## src/rtl/dma_done_router.sv

```systemverilog
`default_nettype none
// ============================================================================
// Module      : dma_done_router
// Description : Records region/PID of each completion-bearing DMA request in
//               grant order and routes in-order XDMA completions back to the
//               issuing region as registered one-cycle done pulses.
// Revision    : 1.0 - initial release
// ============================================================================
module dma_done_router #(
    parameter  int N_REG         = 4,
    parameter  int N_OUTSTANDING = 16,
    parameter  int PID_BITS      = 6,
    localparam int c_VFID_W      = (N_REG > 1) ? $clog2(N_REG) : 1,
    localparam int c_CNT_W       = $clog2(N_OUTSTANDING + 1)
) (
    input  logic                              aclk,
    input  logic                              aresetn,
    input  logic                              issue_valid,
    input  logic                              issue_ready,
    input  logic [c_VFID_W-1:0]               issue_vfid,
    input  logic [PID_BITS-1:0]               issue_pid,
    input  logic                              issue_ctl,
    output logic                              issue_stall,
    input  logic                              xdma_done,
    output logic [N_REG-1:0]                  m_done_valid,
    output logic [PID_BITS-1:0]               m_done_pid,
    output logic [N_REG-1:0][c_CNT_W-1:0]     outstanding,
    output logic [N_REG-1:0]                  busy,
    output logic                              err_underflow,
    output logic                              err_overflow
);

    localparam int c_AW    = $clog2(N_OUTSTANDING);
    localparam int c_ENT_W = c_VFID_W + PID_BITS;

    logic [c_ENT_W-1:0]              r_mem [N_OUTSTANDING];
    logic [c_AW:0]                   r_wr_ptr;
    logic [c_AW:0]                   r_rd_ptr;
    logic [N_REG-1:0][c_CNT_W-1:0]   r_cnt;
    logic [N_REG-1:0]                r_done_valid;
    logic [PID_BITS-1:0]             r_done_pid;
    logic                            r_err_underflow;
    logic                            r_err_overflow;

    logic                            w_full;
    logic                            w_empty;
    logic                            w_push_req;
    logic                            w_push;
    logic                            w_pop;
    logic [c_VFID_W-1:0]             w_head_vfid;
    logic [PID_BITS-1:0]             w_head_pid;
    logic [N_REG-1:0]                w_inc;
    logic [N_REG-1:0]                w_dec;

    // Wrap bits differ with equal indices only when the FIFO holds N_OUTSTANDING entries.
    assign w_empty    = (r_wr_ptr == r_rd_ptr);
    assign w_full     = (r_wr_ptr[c_AW] != r_rd_ptr[c_AW]) &&
                        (r_wr_ptr[c_AW-1:0] == r_rd_ptr[c_AW-1:0]);
    assign w_push_req = issue_valid & issue_ready & issue_ctl;
    assign w_push     = w_push_req & ~w_full;
    assign w_pop      = xdma_done & ~w_empty;

    assign {w_head_vfid, w_head_pid} = r_mem[r_rd_ptr[c_AW-1:0]];

    // Out-of-range region IDs match no lane, so they still consume a slot and
    // a completion but never touch a count or raise a pulse.
    always_comb begin
        w_inc = '0;
        w_dec = '0;
        for (int i = 0; i < N_REG; i++) begin
            w_inc[i] = w_push && (issue_vfid  == c_VFID_W'(i));
            w_dec[i] = w_pop  && (w_head_vfid == c_VFID_W'(i));
        end
    end

    always_ff @(posedge aclk) begin
        if (w_push) begin
            r_mem[r_wr_ptr[c_AW-1:0]] <= {issue_vfid, issue_pid};
        end
    end

    always_ff @(posedge aclk or negedge aresetn) begin
        if (!aresetn) begin
            r_wr_ptr        <= '0;
            r_rd_ptr        <= '0;
            r_cnt           <= '0;
            r_done_valid    <= '0;
            r_done_pid      <= '0;
            r_err_underflow <= 1'b0;
            r_err_overflow  <= 1'b0;
        end else begin
            if (w_push) begin
                r_wr_ptr <= r_wr_ptr + 1'b1;
            end
            if (w_pop) begin
                r_rd_ptr <= r_rd_ptr + 1'b1;
            end
            for (int i = 0; i < N_REG; i++) begin
                if (w_inc[i] && !w_dec[i]) begin
                    r_cnt[i] <= r_cnt[i] + c_CNT_W'(1);
                end else if (w_dec[i] && !w_inc[i]) begin
                    r_cnt[i] <= r_cnt[i] - c_CNT_W'(1);
                end
            end
            r_done_valid <= w_dec;
            if (|w_dec) begin
                r_done_pid <= w_head_pid;
            end
            if (xdma_done && w_empty) begin
                r_err_underflow <= 1'b1;
            end
            if (w_push_req && w_full) begin
                r_err_overflow <= 1'b1;
            end
        end
    end

    generate
        for (genvar g = 0; g < N_REG; g++) begin : g_region
            assign outstanding[g] = r_cnt[g];
            assign busy[g]        = |r_cnt[g];
        end
    endgenerate

    assign issue_stall   = w_full;
    assign m_done_valid  = r_done_valid;
    assign m_done_pid    = r_done_pid;
    assign err_underflow = r_err_underflow;
    assign err_overflow  = r_err_overflow;

endmodule
`default_nettype wire

```

## config.mk

```make
export PLATFORM = sky130hd
export DESIGN_NAME = dma_done_router
export DESIGN_NICKNAME = d
export VERILOG_FILES = /design/src/rtl/dma_done_router.sv
export SDC_FILE = /design/constraint.sdc
export NUM_CORES = 1
export LEC_CHECK = 0
export BUFFER_PORTS_ARGS = -buffer_cell sky130_fd_sc_hd__buf_2
export CAP_MARGIN = 20
export CORE_ASPECT_RATIO = 0.9
export CORE_MARGIN = 10
export CORE_UTILIZATION = 56
export CTS_BUF_LIST = sky130_fd_sc_hd__clkbuf_2
export CTS_CLUSTER_SIZE = 20
export DETAILED_ROUTE_END_ITERATION = 10
export PLACE_DENSITY = 0.87
export SYNTH_ARGS = -nofsm -noshare
export SYNTH_HDL_FRONTEND = slang
export SYNTH_SLANG_ARGS = --single-unit
```

## constraint.sdc

```tcl
create_clock -name aclk -period 2.8 [get_ports aclk]
set_input_delay 0.42 -clock aclk [delete_from_list [all_inputs] [get_ports aclk]]
set_output_delay 0.42 -clock aclk [all_outputs]
set_load 0.005 [all_outputs]
```

* Yosys cells after proc, flatten, opt, wreduce, memory -nomap -nowiden
Memories as Yosys holds them, arrays and structs flattened.
Cells that the tools add are included.
** Storage, ports and cells
- Register bits after elaboration :: 42
- RAM bits :: 128
- Word-level logic and storage cells :: 84
- Memories kept :: 1
** Operators by class
- Add/sub/neg operators :: 10
- Eq/ne operators :: 9
- Muxes and demuxes :: 10
- Bitwise logic cells :: 6
- Reductions and logical operators :: 38
** Memory list
- r_mem :: words 16, bits a word 8, read ports 1, clocked after Yosys merged registers in 0, wr ports 1, line 36 : logic [c_ENT_W-1:0] r_mem [N_OUTSTANDING];
** Operators with widths (number)
- two-way mux 5 bit :: 8
- adder 5 x 1 -> 5 bit (second input constant) :: 6
- OR reduction 5 bit :: 4
- subtractor 5 x 1 -> 5 bit (second input constant) :: 4
- logical AND 1 bit :: 19
- equality test 2 bit (second input constant) :: 4
- logical NOT 1 bit :: 8
- nonzero test 2 bit :: 4
- equality test 5 bit :: 1
- AND 1 bit :: 4
- equality test 2 x 1 -> 1 bit (second input constant) :: 2
- equality test 4 bit :: 1
- logical NOT 2 bit :: 2
- OR reduction 4 bit :: 1
- two-way mux 1 bit :: 2
- inverter 1 bit :: 2
- != test 1 bit :: 1

* Depth between registers and ports, before layout
- Depth in word-level cells :: 9
- Gate-level depth with buffers :: 15
- Depth with buffers taken out :: 13

* Worst setup path before layout
OpenSTA, ideal clock, no wires.
- Kind :: reg-to-reg
- From :: register r_rd_ptr[0]
- To :: register r_cnt, in the netlist outstanding[19]
- Setup time :: 0.079 ns
- Arrival :: 3.075 ns
- Setup slack :: -0.355 ns
- Cell stages (with the launch flop) :: 15
- Buffers on the path :: 1
- Period minus slack after synthesis :: 3.155 ns
- Cell sequence :: dfrtp_1 -> buf_6 -> mux4_1 -> mux2_2 -> a32oi_2 -> nor2_1 -> nand2_1 -> ha_1 -> inv_1 -> ha_1 -> nor2b_1 -> o21a_1 -> or3_1 -> a21oi_1 -> xor2_1
** Between the ends
- Word-level cells in the longest chain between the ends :: 8
- Elaborated cells on any way between the ends :: 17
- Those cells by class :: eq/ne: 3; mux: 1; bitwise: 4; reduce/logical: 8; memory: 1
** Ends and longest elaborated chain
- start, declared :: line 38 : logic [c_AW:0] r_rd_ptr;
- start signal, assigned :: line 96 : r_rd_ptr <= r_rd_ptr + 1'b1;
- parallel branches: the longest is 8 deep, another holds memory (16 x 8 bit)
- end signal, assigned by index :: line 100 : r_cnt[i] <= r_cnt[i] + c_CNT_W'(1);
- end signal, assigned by index :: line 102 : r_cnt[i] <= r_cnt[i] - c_CNT_W'(1);
- end, declared :: line 39 : logic [N_REG-1:0][c_CNT_W-1:0] r_cnt;
Parallel ways; which one is timed is not known.
A chain may end at the register's enable or synchronous reset.

* Final worst setup path
- From :: register r_rd_ptr[0]
- To :: register r_cnt, in the netlist outstanding[14]
Same word-level chain as after synthesis.

==> key figures <==
Logic synthesis
  • Cell variety after synth: 40
  • Mux cell area share after synthesis: 0.107
  • Synth Instances: 440
  • Number of synthesis warnings: 0
  • Compound-Gate Fraction of Synth Area: 0.0542
  • Ranking of synthesized cells by area: edfxtp_1 53%, dfrtp_1 15%, mux4_2 9.3%
  • Syn Nets: 479
  • Top cell type by total area after synthesis: edfxtp_1
  • Post-synth ARST share: 0.247
  • Sequential share of the synthesized area: 0.676
  • Xor-xnor portion of the synthesized cell area: 0.0399
  • Mean Syn Cell Area: 16.5 um^2
  • Post-synth top flop: edfxtp_1
  • Simple-gate share of the synthesized area: 0.0575
  • Share of the synthesized area in the top cell type: 0.531
  • Largest family of logic cells by synthesized area: multiplexers
  • Post-synth EDFFs: 128
  • Mapped cell area: 7240 um^2
  • Synthesis-stage register bit count: 170
  • Adder-Cell Fraction of Synth Area: 0.0473

Global route
  • GRT Resource Usage Total: 0.197
  • First-pass GRT wire length: 26900 um
  • GR Overflow Total: 0
  • Initial antenna violation count: 1
  • Number of global-route vias before repair: 4756
  • Pin count of the biggest net entering global routing: 23

Layout
  • Layout cell share with drive strength beyond 1: 0.396
  • Reg area: 4900 um^2
  • Most common cell after layout, fill and taps aside: edfxtp_1
  • Most frequent cells in the layout: 128 x edfxtp_1, 55 x buf_4, 49 x buf_2
  • Final #Nets: 605
  • Layout overhead on the synthesized area: 21.7%
  • Area of the multi-input gates: 2510 um^2
  • Layout fillers: 736

Place
  • IO Port Bufs: 50
  • Routability Congestion: 0.841
  • Dpl hpwl: 10500 um

Floorplan
  • Die area: 17900 um^2
  • Die H: 128 um
  • DIE WIDTH: 140 um
  • Row count: 39
  • Core footprint: 12700 um^2
  • Initial Utilization: 0.571
  • IO Pins: 51

Routing
  • Detailed router's first-iteration violation count: 745
  • DRT antenna net count: 0
  • Initial DRT Pass Iterations: 5
  • Routed WL per cell: 25.6 um
  • Vias: 4716
  • Residual DRC: 0
  • DR vias/cell: 6.34
  • Final wirelength: 19000 um

Min path
  • Hold WC Path Type: primary input to flop

Critical path
  • Setup CP Type: flop to flop
  • Critical Path Most Common Cell: buf_4
  • Startpoint types: flop
  • Top delay family on crit path: multiplexers
  • Crit path arrival time: 4150 ps
  • Worst Path Buf+Inv: 4
  • CP endpoint kind: flop
  • CP Data Required Time: 3470 ps
  • Crit-path max cell delay: 510 ps
  • Worst-path cell chain: buf_6 -> buf_4 -> mux4_2 -> mux2_4 -> buf_4 -> o21ai_4 -> nand2_1 -> ha_2 -> inv_2 -> ha_1 -> a21o_1 -> a21oi_2 -> xnor2_1 -> nor2_1 -> xor2_1
  • Crit path max fanout: 5
  • Worst path slowest cell: mux4_2

Job
  • Maxcap violations: 0

Power and ir drop
  • Peak supply drop: 450 uV
  • Pwr Density: 1030 nW/um^2
  • Leak: 3.42 nW

Clock network
  • Clock buffer depth: 2
  • Inserted Clock Buffers: 17
  • Clock sink count: 170
  • Root Driver: clkbuf_2
  • Clk_lat worst skew: 770 ps
  • CTS tree: done
  • H-tree depth: 4
  • Clock slew at reported path FFs: 270 ps

STA
  • RSZ-0062 raised after global routing: yes
  • Least-Margin Pin Slew: 657 ps
  • Slew Limit Fails: 0
  • Layout Skew: 54.0 ps
  • Fin crit period: 3490 ps
  • Final worst-path cycle share: 1.25
  • Setup TNS: -6970 ps
  • Final worst-path setup slack: -688 ps
  • Final setup vio count: 17
  • Hold_ws: 78.4 ps
  • F_max: 287 MHz
  • Slew headroom: 0.561
  • Final hold violations: 0

Outcome
  • Violated checks: setup timing
  • Status: finished, violations left
==> power breakdown <==
part | internal [mW] | switching, mW | total (mW)
Combinational | 2.21 | 2.09 | 4.31
Sequential | 3.06 | 0.396 | 3.45
Clock | 0.421 | 0.886 | 1.31
Total | 5.69 | 3.37 | 9.07
==> layer usage <==
metal,vias to the layer above,track usage,routed length [um]
met5,-,0,0
met2,342,0.320,9420
met3,93,0.0485,1620
met1,2353,0.231,6870
met4,0,0.129,1130
li1,1928,-,-
==> cell usage after synthesis (10+ instances only) <==
library cell	n
xor2_1	12
nand2_1	27
inv_1	10
edfxtp_1	128
a22oi_1	12
a21o_1	14
nor2_1	15
a21oi_1	14
xnor2_1	21
dfrtp_1	42
o21ai_0	11
ha_1	21
mux4_2	30
and3_1	16
clkbuf_1	10
==> cells by family (layout without fill, tap and decap cells) <==
kind of cell    count (synthesis)  after routing
compound gates                 60             60
xor+xnor                       33             33
mux                            38             38
other cells                     0              1
simple gates                   84             84
buf+inv                        30            169
fa+ha+maj                      25             25
flops                         170            170
==> worst paths after layout <==
path,start,end,slack (ps),cells after the start
setup / recovery,r_rd_ptr[0],outstanding[14],-690,15
hold / removal,issue_vfid[0],r_mem[12][6],80,1
setup reg to reg,r_rd_ptr[0],outstanding[14],-690,15
hold reg to reg,m_done_pid[3],m_done_pid[3],510,1
max in group asynchronous,aresetn,r_wr_ptr[2],1890,3
min in group asynchronous,aresetn,r_rd_ptr[2],150,2
==> sequential cells by signal (all words and copies together) (netlist names) <==
| name | cells |
|---|---|
| r_rd_ptr | 5 |
| m_done_valid | 4 |
| err_overflow | 1 |
| m_done_pid | 6 |
| err_underflow | 1 |
| r_mem | 128 |
| r_wr_ptr | 5 |
| outstanding | 20 |
==> timing repair <==
action / in CTS / in global routing
hold endpoints to repair: 31 / 43
pin swaps: 19 / 29
gates resized for setup: 42 / 27
hold buffers: 5 / 5
cloned: 0 / 0
setup endpoints to repair: 16 / 17
setup buffers: 15 / 9
==> final cells by class <==
class / instances / share of cell area
sequential: 170 / 0.555
timing repair buffer: 127 / 0.104
tap: 164 / 0.0233
antenna: 1 / 0.000284
clock buffer: 18 / 0.0102
clock inverter: 14 / 0.0163
multi-input combinational: 240 / 0.285
inverter: 10 / 0.00568
==> metrics by stage <==
stage	instance area (um^2)	power (mW)	setup slack [ps]	utilization	std cells
4_1_cts	8580	8.45	-464	0.676	731
3_3_place_gp	8010	6.58	-292	0.631	681
5_1_grt	8820	9.45	-716	0.695	744
3_5_place_dp	8010	6.79	-512	0.631	681
2_1_floorplan	7290	5.54	-194	-	440
6_report	8820	9.07	-688	0.695	744
==> worst register-to-register path, delay by kind of cell (launching register included) <==
kind | cells | cell delay (ps)
buf+inv | 4 | 490
compound gates | 3 | 550
fa+ha+maj | 2 | 510
mux | 2 | 820
xor+xnor | 2 | 310
flops | 1 | 490
simple gates | 2 | 230
(Power assumes the default switching activity.)
